==> src/rtl/mips_pkg.sv <==
// Shared MIPS encoding constants used by both the instruction encoder and decoder.
// Holds opcodes, instruction classes (tipo) and R-type function codes.
package mips_pkg;

    localparam logic [5:0] OP_R   = 6'b000000;
    localparam logic [5:0] OP_J   = 6'b000010;
    localparam logic [5:0] OP_LW  = 6'b100011;
    localparam logic [5:0] OP_SW  = 6'b101011;
    localparam logic [5:0] OP_BEQ = 6'b000100;

    typedef enum logic [2:0] {
        TIPO_R   = 3'd0,
        TIPO_J   = 3'd1,
        TIPO_LW  = 3'd2,
        TIPO_SW  = 3'd3,
        TIPO_BEQ = 3'd4
    } tipo_e;

    localparam logic [5:0] FN_ADD = 6'h20;
    localparam logic [5:0] FN_SUB = 6'h22;
    localparam logic [5:0] FN_AND = 6'h24;
    localparam logic [5:0] FN_OR  = 6'h25;
    localparam logic [5:0] FN_SLT = 6'h2a;

    function automatic logic tipo_valido(input logic [2:0] t);
        return t <= TIPO_BEQ;
    endfunction

endpackage

==> src/rtl/codificador_instrucao_fifo_sinc.sv <==
// Synchronous shift-style FIFO whose head entry is a dedicated register, so the
// output is always registered and has a defined value after reset.
module fifo_sinc #(
    parameter int                 DATA_W    = 40,
    parameter int                 DEPTH     = 4,
    parameter logic [DATA_W-1:0]  RESET_VAL = '0,
    localparam int                IDX_W     = (DEPTH > 1) ? $clog2(DEPTH) : 1,
    localparam int                OCC_W     = IDX_W + 1
) (
    input  logic              clk,
    input  logic              reset,
    input  logic              clr,
    input  logic              push,
    input  logic              pop,
    input  logic [DATA_W-1:0] din,
    output logic [DATA_W-1:0] dout,
    output logic              full,
    output logic              empty,
    output logic [OCC_W-1:0]  occupancy
);

    logic [DATA_W-1:0] head;
    logic [DATA_W-1:0] body [1:DEPTH-1];
    logic [DATA_W-1:0] cur  [DEPTH];
    logic [DATA_W-1:0] nxt  [DEPTH];
    logic [OCC_W-1:0]  occ, occ_nxt;
    logic [IDX_W-1:0]  wr_idx;
    logic              do_push, do_pop;

    assign full      = (occ == OCC_W'(DEPTH));
    assign empty     = (occ == '0);
    assign occupancy = occ;
    assign dout      = head;

    assign do_push = push && !full;
    assign do_pop  = pop && !empty;
    // A same-cycle pop shifts everything down one slot, so the write lands one lower.
    assign wr_idx  = do_pop ? IDX_W'(occ - 1'b1) : IDX_W'(occ);

    always_comb begin
        cur[0] = head;
        for (int i = 1; i < DEPTH; i++) cur[i] = body[i];
    end

    // Only occupied slots shift, so an emptied head keeps its last word.
    always_comb begin
        for (int i = 0; i < DEPTH; i++) nxt[i] = cur[i];
        if (!clr) begin
            if (do_pop) begin
                for (int i = 0; i < DEPTH - 1; i++) begin
                    if (OCC_W'(i + 1) < occ) nxt[i] = cur[i + 1];
                end
            end
            if (do_push) nxt[wr_idx] = din;
        end
    end

    always_comb begin
        occ_nxt = occ;
        if (clr) begin
            occ_nxt = '0;
        end else begin
            case ({do_push, do_pop})
                2'b10:   occ_nxt = occ + 1'b1;
                2'b01:   occ_nxt = occ - 1'b1;
                default: occ_nxt = occ;
            endcase
        end
    end

    always_ff @(posedge clk or posedge reset) begin
        if (reset) occ <= '0;
        else       occ <= occ_nxt;
    end

    always_ff @(posedge clk or posedge reset) begin
        if (reset) head <= RESET_VAL;
        else       head <= nxt[0];
    end

    always_ff @(posedge clk) begin
        for (int i = 1; i < DEPTH; i++) body[i] <= nxt[i];
    end

endmodule

==> src/rtl/codificador_instrucao.sv <==
// MIPS instruction encoder: packs fields by class into 32-bit words, tags each with
// a sequential word address and buffers them for the instruction-memory writer.
module codificador_instrucao
    import mips_pkg::*;
#(
    parameter int ADDR_W     = 8,
    parameter int FIFO_DEPTH = 4,
    parameter int BASE_ADDR  = 0
) (
    input  logic              clk,
    input  logic              reset,
    input  logic              limpa,
    input  logic              in_valid,
    output logic              in_ready,
    input  logic [2:0]        tipo,
    input  logic [4:0]        rs,
    input  logic [4:0]        rt,
    input  logic [4:0]        rd,
    input  logic [4:0]        shamt,
    input  logic [5:0]        funct,
    input  logic [15:0]       address,
    input  logic [25:0]       addressJ,
    output logic              out_valid,
    input  logic              out_ready,
    output logic [31:0]       instrucao,
    output logic [ADDR_W-1:0] out_addr,
    output logic              erro,
    output logic [ADDR_W:0]   contagem
);

    localparam int                DATA_W = ADDR_W + 32;
    localparam logic [ADDR_W-1:0] BASE   = ADDR_W'(BASE_ADDR);
    localparam int                OCC_W  = ((FIFO_DEPTH > 1) ? $clog2(FIFO_DEPTH) : 1) + 1;

    function automatic logic [31:0] codifica(
        input logic [2:0]  t,
        input logic [4:0]  f_rs,
        input logic [4:0]  f_rt,
        input logic [4:0]  f_rd,
        input logic [4:0]  f_shamt,
        input logic [5:0]  f_funct,
        input logic [15:0] f_imm,
        input logic [25:0] f_alvo
    );
        logic [31:0] w;
        w = '0;
        case (tipo_e'(t))
            TIPO_R:   w = {OP_R, f_rs, f_rt, f_rd, f_shamt, f_funct};
            TIPO_J:   w = {OP_J, f_alvo};
            TIPO_LW:  w = {OP_LW, f_rs, f_rt, f_imm};
            TIPO_SW:  w = {OP_SW, f_rs, f_rt, f_imm};
            TIPO_BEQ: w = {OP_BEQ, f_rs, f_rt, f_imm};
            default:  w = '0;
        endcase
        return w;
    endfunction

    logic [31:0]       palavra;
    logic [ADDR_W-1:0] contador;
    logic              aceita, tipo_ok, push, pop;
    logic              full, empty;
    logic [OCC_W-1:0]  ocupacao_unused;
    logic [DATA_W-1:0] cabeca;

    assign palavra  = codifica(tipo, rs, rt, rd, shamt, funct, address, addressJ);
    assign tipo_ok  = tipo_valido(tipo);

    assign in_ready  = !full;
    assign out_valid = !empty;
    // An invalid class still completes the handshake; it just never reaches the FIFO.
    assign aceita    = in_valid && in_ready;
    assign push      = aceita && tipo_ok && !limpa;
    assign pop       = out_valid && out_ready;

    assign instrucao = cabeca[31:0];
    assign out_addr  = cabeca[DATA_W-1:32];

    fifo_sinc #(
        .DATA_W    (DATA_W),
        .DEPTH     (FIFO_DEPTH),
        .RESET_VAL ({BASE, 32'h0})
    ) u_fifo (
        .clk       (clk),
        .reset     (reset),
        .clr       (limpa),
        .push      (push),
        .pop       (pop),
        .din       ({contador, palavra}),
        .dout      (cabeca),
        .full      (full),
        .empty     (empty),
        .occupancy (ocupacao_unused)
    );

    always_ff @(posedge clk or posedge reset) begin
        if (reset)     contador <= BASE;
        else if (limpa) contador <= BASE;
        else if (push)  contador <= contador + 1'b1;
    end

    always_ff @(posedge clk or posedge reset) begin
        if (reset)                  erro <= 1'b0;
        else if (limpa)             erro <= 1'b0;
        else if (aceita && !tipo_ok) erro <= 1'b1;
    end

    always_ff @(posedge clk or posedge reset) begin
        if (reset)                         contagem <= '0;
        else if (limpa)                    contagem <= '0;
        else if (pop && (contagem != '1))  contagem <= contagem + 1'b1;
    end

endmodule

==> config.mk <==
export PLATFORM = sky130hd
export DESIGN_NAME = codificador_instrucao
export DESIGN_NICKNAME = d
export VERILOG_FILES = /design/src/rtl/mips_pkg.sv /design/src/rtl/codificador_instrucao_fifo_sinc.sv /design/src/rtl/codificador_instrucao.sv
export SDC_FILE = /design/constraint.sdc
export NUM_CORES = 1
export LEC_CHECK = 0
export CAP_MARGIN = 0
export CORE_AREA = 5 5 169 171
export CTS_CLUSTER_SIZE = 16
export DETAILED_ROUTE_END_ITERATION = 8
export DIE_AREA = 0 0 174 176
export HOLD_SLACK_MARGIN = 0.05
export PLACE_DENSITY = 0.56
export SLEW_MARGIN = 20
export SYNTH_ARGS = -nofsm -noshare
export SYNTH_HDL_FRONTEND = slang
export SYNTH_HIERARCHICAL = 1
export SYNTH_SLANG_ARGS = --single-unit
==> constraint.sdc <==
create_clock -name clk -period 6.8 [get_ports clk]
set_clock_uncertainty 0.1 [all_clocks]
set_input_delay 2.04 -clock clk [delete_from_list [all_inputs] [get_ports clk]]
set_output_delay 2.04 -clock clk [all_outputs]
set_load 0.1 [all_outputs]
Word level (Yosys, flattened, before mapping)
Memory sizes are Yosys's and may differ from the RTL's.
Cells that the tools add are included.
Widths: inputs -> output; s select.
Cells by class
  add/sub/neg operators: 4
  equality and inequality tests: 8
  multiplexer cells: 20
  $lt $le $gt $ge: 6
  bitwise logic cells: 1
  reductions and logical operators: 19
Operators by type and width (count)
  $mux 120: 3
  $bwmux 160: 1
  $mux 160: 1
  $mux 40: 4
  $pmux 32 s5: 1
  $demux 40 s2: 1
  $mux 9: 2
  $mux 8: 2
  $add 9x1->9 const B: 1
  $logic_and 1x1->1: 9
  $ne 9x9->1 const B: 1
  $add 8x1->8 const B: 1
  $eq 3x2->1 const B: 2
  $eq 3x3->1 const B: 2
  $logic_not 3->1: 2
  $lt 2x3->1 const A: 2
  $pmux 3 s2: 1
  $reduce_bool 2->1: 3
  $logic_not 1->1: 4
  $add 3x1->3 const B: 1
  $eq 3x1->1 const B: 1
  $ge 3x3->1 const B: 1
  $le 3x3->1 const B: 1
  $lt 1x3->1 const A: 1
  other kinds (9): 10
Word-level totals
  word-level logic and storage cells: 64
  flip-flop bits (word level): 61
  RAM bits: 120
  memories: 1
  input bits: 76
Memory list
  u_fifo.body: depth 3, width 40, rd ports 3, clocked after memory_dff 0, write ports 3, line codificador_instrucao_fifo_sinc.sv:23  | logic [DATA_W-1:0] body [1:DEPTH-1];

Depth between registers and ports, before layout
  depth after elaboration: 13
  gate-level depth with buffers: 16

By module
Netlist, hierarchy kept.
By module, submodules not included
  fifo_sinc: cells an instance 591, instances 1, area an instance 7484.7 um^2
  codificador_instrucao: cells an instance 224, instances 1, area an instance 1709.1 um^2

Worst setup path after synthesis
No wires, ideal clock.
  path kind: input to register
  start: in tipo[0]
  end: reg (tool-made name)
  data arrival time: 6.633 ns
  setup slack: -0.470 ns
  stages on the path: 6
  path through: o21a_1 > clkbuf_1 > nor3_1 > buf_2 > nand2_1 > nor4_1
RTL lines
  start: declaration: line codificador_instrucao.sv:15  | input logic [2:0] tipo,

Final worst setup path
  start: reg u_fifo.occ[0], in the netlist u_fifo/occupancy[0]
  end: out out_valid
On the way
  word-level cells in the longest chain between the ends: 2
RTL lines
  start: declaration: line codificador_instrucao_fifo_sinc.sv:26  | logic [OCC_W-1:0] occ, occ_nxt;
  start signal: assignment: line codificador_instrucao_fifo_sinc.sv:73  | else occ <= occ_nxt;
  $logic_not 3->1: line codificador_instrucao_fifo_sinc.sv:31  | assign empty = (occ == '0);
  net empty: line codificador_instrucao.sv:61  | logic full, empty;
  $logic_not 1->1: line codificador_instrucao.sv:69  | assign out_valid = !empty;
  end: declaration: line codificador_instrucao.sv:23  | output logic out_valid,
The timed path passes the listed nets, and every way through them passes these cells.

==> results.cfg <==
[place]
hpwl_mm = 15.07
dp_slack_ns = 1.382
portBuffers = 127
place_congestion = 0.8135

[synthesis]
synth_edf_count = 120
synth_top_area_cell = edfxtp_1
synthTopCellsByArea = edfxtp_1, dfrtp_1, mux2i_1, a21oi_1, a2bb2oi_1
yosysSeqAreaShare_pct = 55.80
ys_ff_latch = 181
synthFlopType = edfxtp_1
yosys.area.top_type_share_pct = 39.19
avgSynthCellArea_sq_um = 11.28
ys_async_sr_fraction_pct = 33.70
yosysUniqueCellTypes = 48
postSynthCellCount = 815
netlist_area_sq_um = 9194
yosysWarnings = 6

[drt]
vias = 6734
postRouteAntennaNets = 0
dr.pass1.iters = 5
via_per_inst = 5.294
first_iter_violations = 557
wl_per_cell_um = 19.21
drc = 0
drt-total-wl_mm = 24.44

[min_path]
hold_path.class = reg2reg

[clock_tree]
cts_tree = built
root_buffer = clkbuf_16
hold_buffers = 0
ctsResizeCount = 0
path_clk_slew_ns = 0.08
clock-sinks = 181
postCtsSetupBuffers = 0
htree_levels = 4
clk_path_buf_depth = 2
cts_buffers = 17
clk_latency_ns = 0.43

[grt]
busiest_layer = met2
grt_pass1_wl_mm = 39.39
first_global_vias = 6790
antenna_found_initial = 0
grt_max_degree = 81
met1_usage_pct = 23.33
grtUsageMet3_pct = 3.276
use_met2_pct = 24.69
grt_util_all_layers_pct = 15.93
overflow = 0

[sta]
maxSlewViolCount = 0
post-route-period-util_pct = 76.86
finalHoldViolCount = 0
slew_headroom_pct = 32.47
tns_ns = 0
fin_crit_ns = 5.226
worstMarginPinSlew_ns = 1.010
setup_viol = 0
grt_setup_unrepaired = false
max_freq_ghz = 0.1913
setup_slack_ns = 1.574

[power_and_ir_drop]
internal-power_uw = 2156
clockPowerShare_pct = 27.1
p_leak_uw = 0.004755
power.share.sequential_pct = 38.8
vdd_drop_max_v = 0.0002373
power_switching_uw = 1433
switching_share_pct = 39.92
power.density_nw_per_um2 = 315.6
combPwrFrac_pct = 34.1

[critical_path]
crit_chain = inv_1 -> ha_1 -> nand2b_1 -> inv_1 -> inv_1 -> clkdlybuf4s50_1
cp-end-kind = output pin
start_kind = register
crit_path_frequent_cell = inv_1
required_ns = 4.66
crit_arrival_ns = 3.09
cp_max_fo = 9
path_class = reg2out
crit_path_top_delay_cell = clkdlybuf4s50_1
critPathMaxStageDelay_ns = 1.13

[layout]
drive_gt1_share_pct = 9.345
syn2layout_area_growth_pct = 23.71
antenna_cells = 0
layout.nets = 1001

[floorplan]
chipWidth_um = 174
core_area_sq_um = 26730
die-area_sq_um = 30620
placementRows = 60
start_util_pct = 34.40
die_h_um = 176
pin_count = 128

[flow_run]
drv_cap = 0

[run_status]
outcome = completed
## routing by layer
layer,vias up,wire (um)
met5,-,0
met1,3280,12310
met2,165,10870
li1,3282,-
met4,0,127
met3,7,1124
## cells in the mapped netlist (5+ instances only)
master / number
mux2i_1: 100
dfrtp_1: 61
a2bb2oi_1: 55
o22ai_1: 41
ha_1: 7
or4_1: 8
nor2_1: 86
o31ai_1: 9
inv_1: 15
a21oi_1: 101
buf_2: 18
a21oi_2: 10
buf_6: 9
nor2b_1: 15
clkbuf_1: 33
nand2_1: 31
nor2_2: 10
nand3_1: 6
edfxtp_1: 120
o21ai_0: 31
nand2b_1: 5
nor3_1: 5
## cell type report
| cell class | count | area, sq um |
|---|---|---|
| clock buffer | 18 | 429.2 |
| clock inverter | 14 | 140.1 |
| fill | 2549 | 15350 |
| inverter | 15 | 58.81 |
| multi-input combinational | 558 | 3754 |
| sequential | 181 | 5130 |
| tap | 341 | 426.7 |
| timing repair buffer | 145 | 1435 |
## cell families (layout without fill, tap and decap cells)
kind of cell,count (synthesis),in the layout,share of synthesized area (%)
AO/OA/AOI/OAI,256,256,17.77
XOR/XNOR,2,2,0.1906
adder cells (fa/ha/maj),7,7,0.9526
buffers and inverters,79,192,4.205
flip-flops,181,181,55.80
multiplexers,103,103,11.30
other,1,4,0.04079
AND/OR/NAND/NOR,186,186,9.744
## power groups by stage
stage	sequential, uW	clock (uW)	combinational [uW]
floorplan	2050	0	261
global placement	1420	0	1220
detailed placement	1420	0	1230
CTS	1400	1000	1230
global route	1410	1050	1280
finish	1390	973	1220
## path summary, 6_finish.rpt
check	slack [ns]	cells after the start	endpoint	start
max in group asynchronous	4.11	2	contador[6]	reset
hold reg to reg	0.43	2	erro	erro
hold / removal	0.43	2	erro	erro
setup reg to reg	2.79	10	u_fifo/body[0][48]	u_fifo/occupancy[0]
min in group asynchronous	2.00	2	contagem[7]	reset
setup / recovery	1.57	6	out_valid	u_fifo/occupancy[0]
## cell usage in the layout, fill, tap and decap left out, types with 3 or more instances in the layout
cell type	netlist	routed
clkdlybuf4s50_1	0	127
edfxtp_1	120	120
a21oi_1	101	100
mux2i_1	100	100
nor2_1	86	86
dfrtp_1	61	61
a2bb2oi_1	55	55
o22ai_1	41	41
o21ai_0	31	31
nand2_1	31	30
clkbuf_16	0	17
buf_4	0	15
inv_1	15	13
nor2b_1	15	13
nor2_2	10	10
a21oi_2	10	10
o31ai_1	9	9
or4_1	8	8
ha_1	7	7
nand3_1	6	6
nand2b_1	5	5
nor3_1	5	5
inv_6	0	5
nand4_1	4	4
conb_1	1	4
inv_8	0	3
## worst max-delay path: cells and delay by family, from the launching register on
kind / cells / cell delay [ns]
adders and majority gates: 1 / 0.35
and+or+nand+nor: 1 / 0.22
buffers and inverters: 4 / 1.53
DFF: 1 / 0.56
## metrics by stage
step           hold slack (ns)  util (%)  cell area (sq um)  power, uW  cells
5_1_grt                 0.4680     42.56              11370       3739   1272
6_report                0.4261     42.56              11370       3589   1272
3_5_place_dp            0.4301     40.31              10770       2646   1238
2_1_floorplan           0.4039         -               9211       2307    818
3_3_place_gp            0.4235     40.31              10770       2642   1238
4_1_cts                 0.4492     42.44              11340       3629   1270
Power figures use the tool's default switching activity.
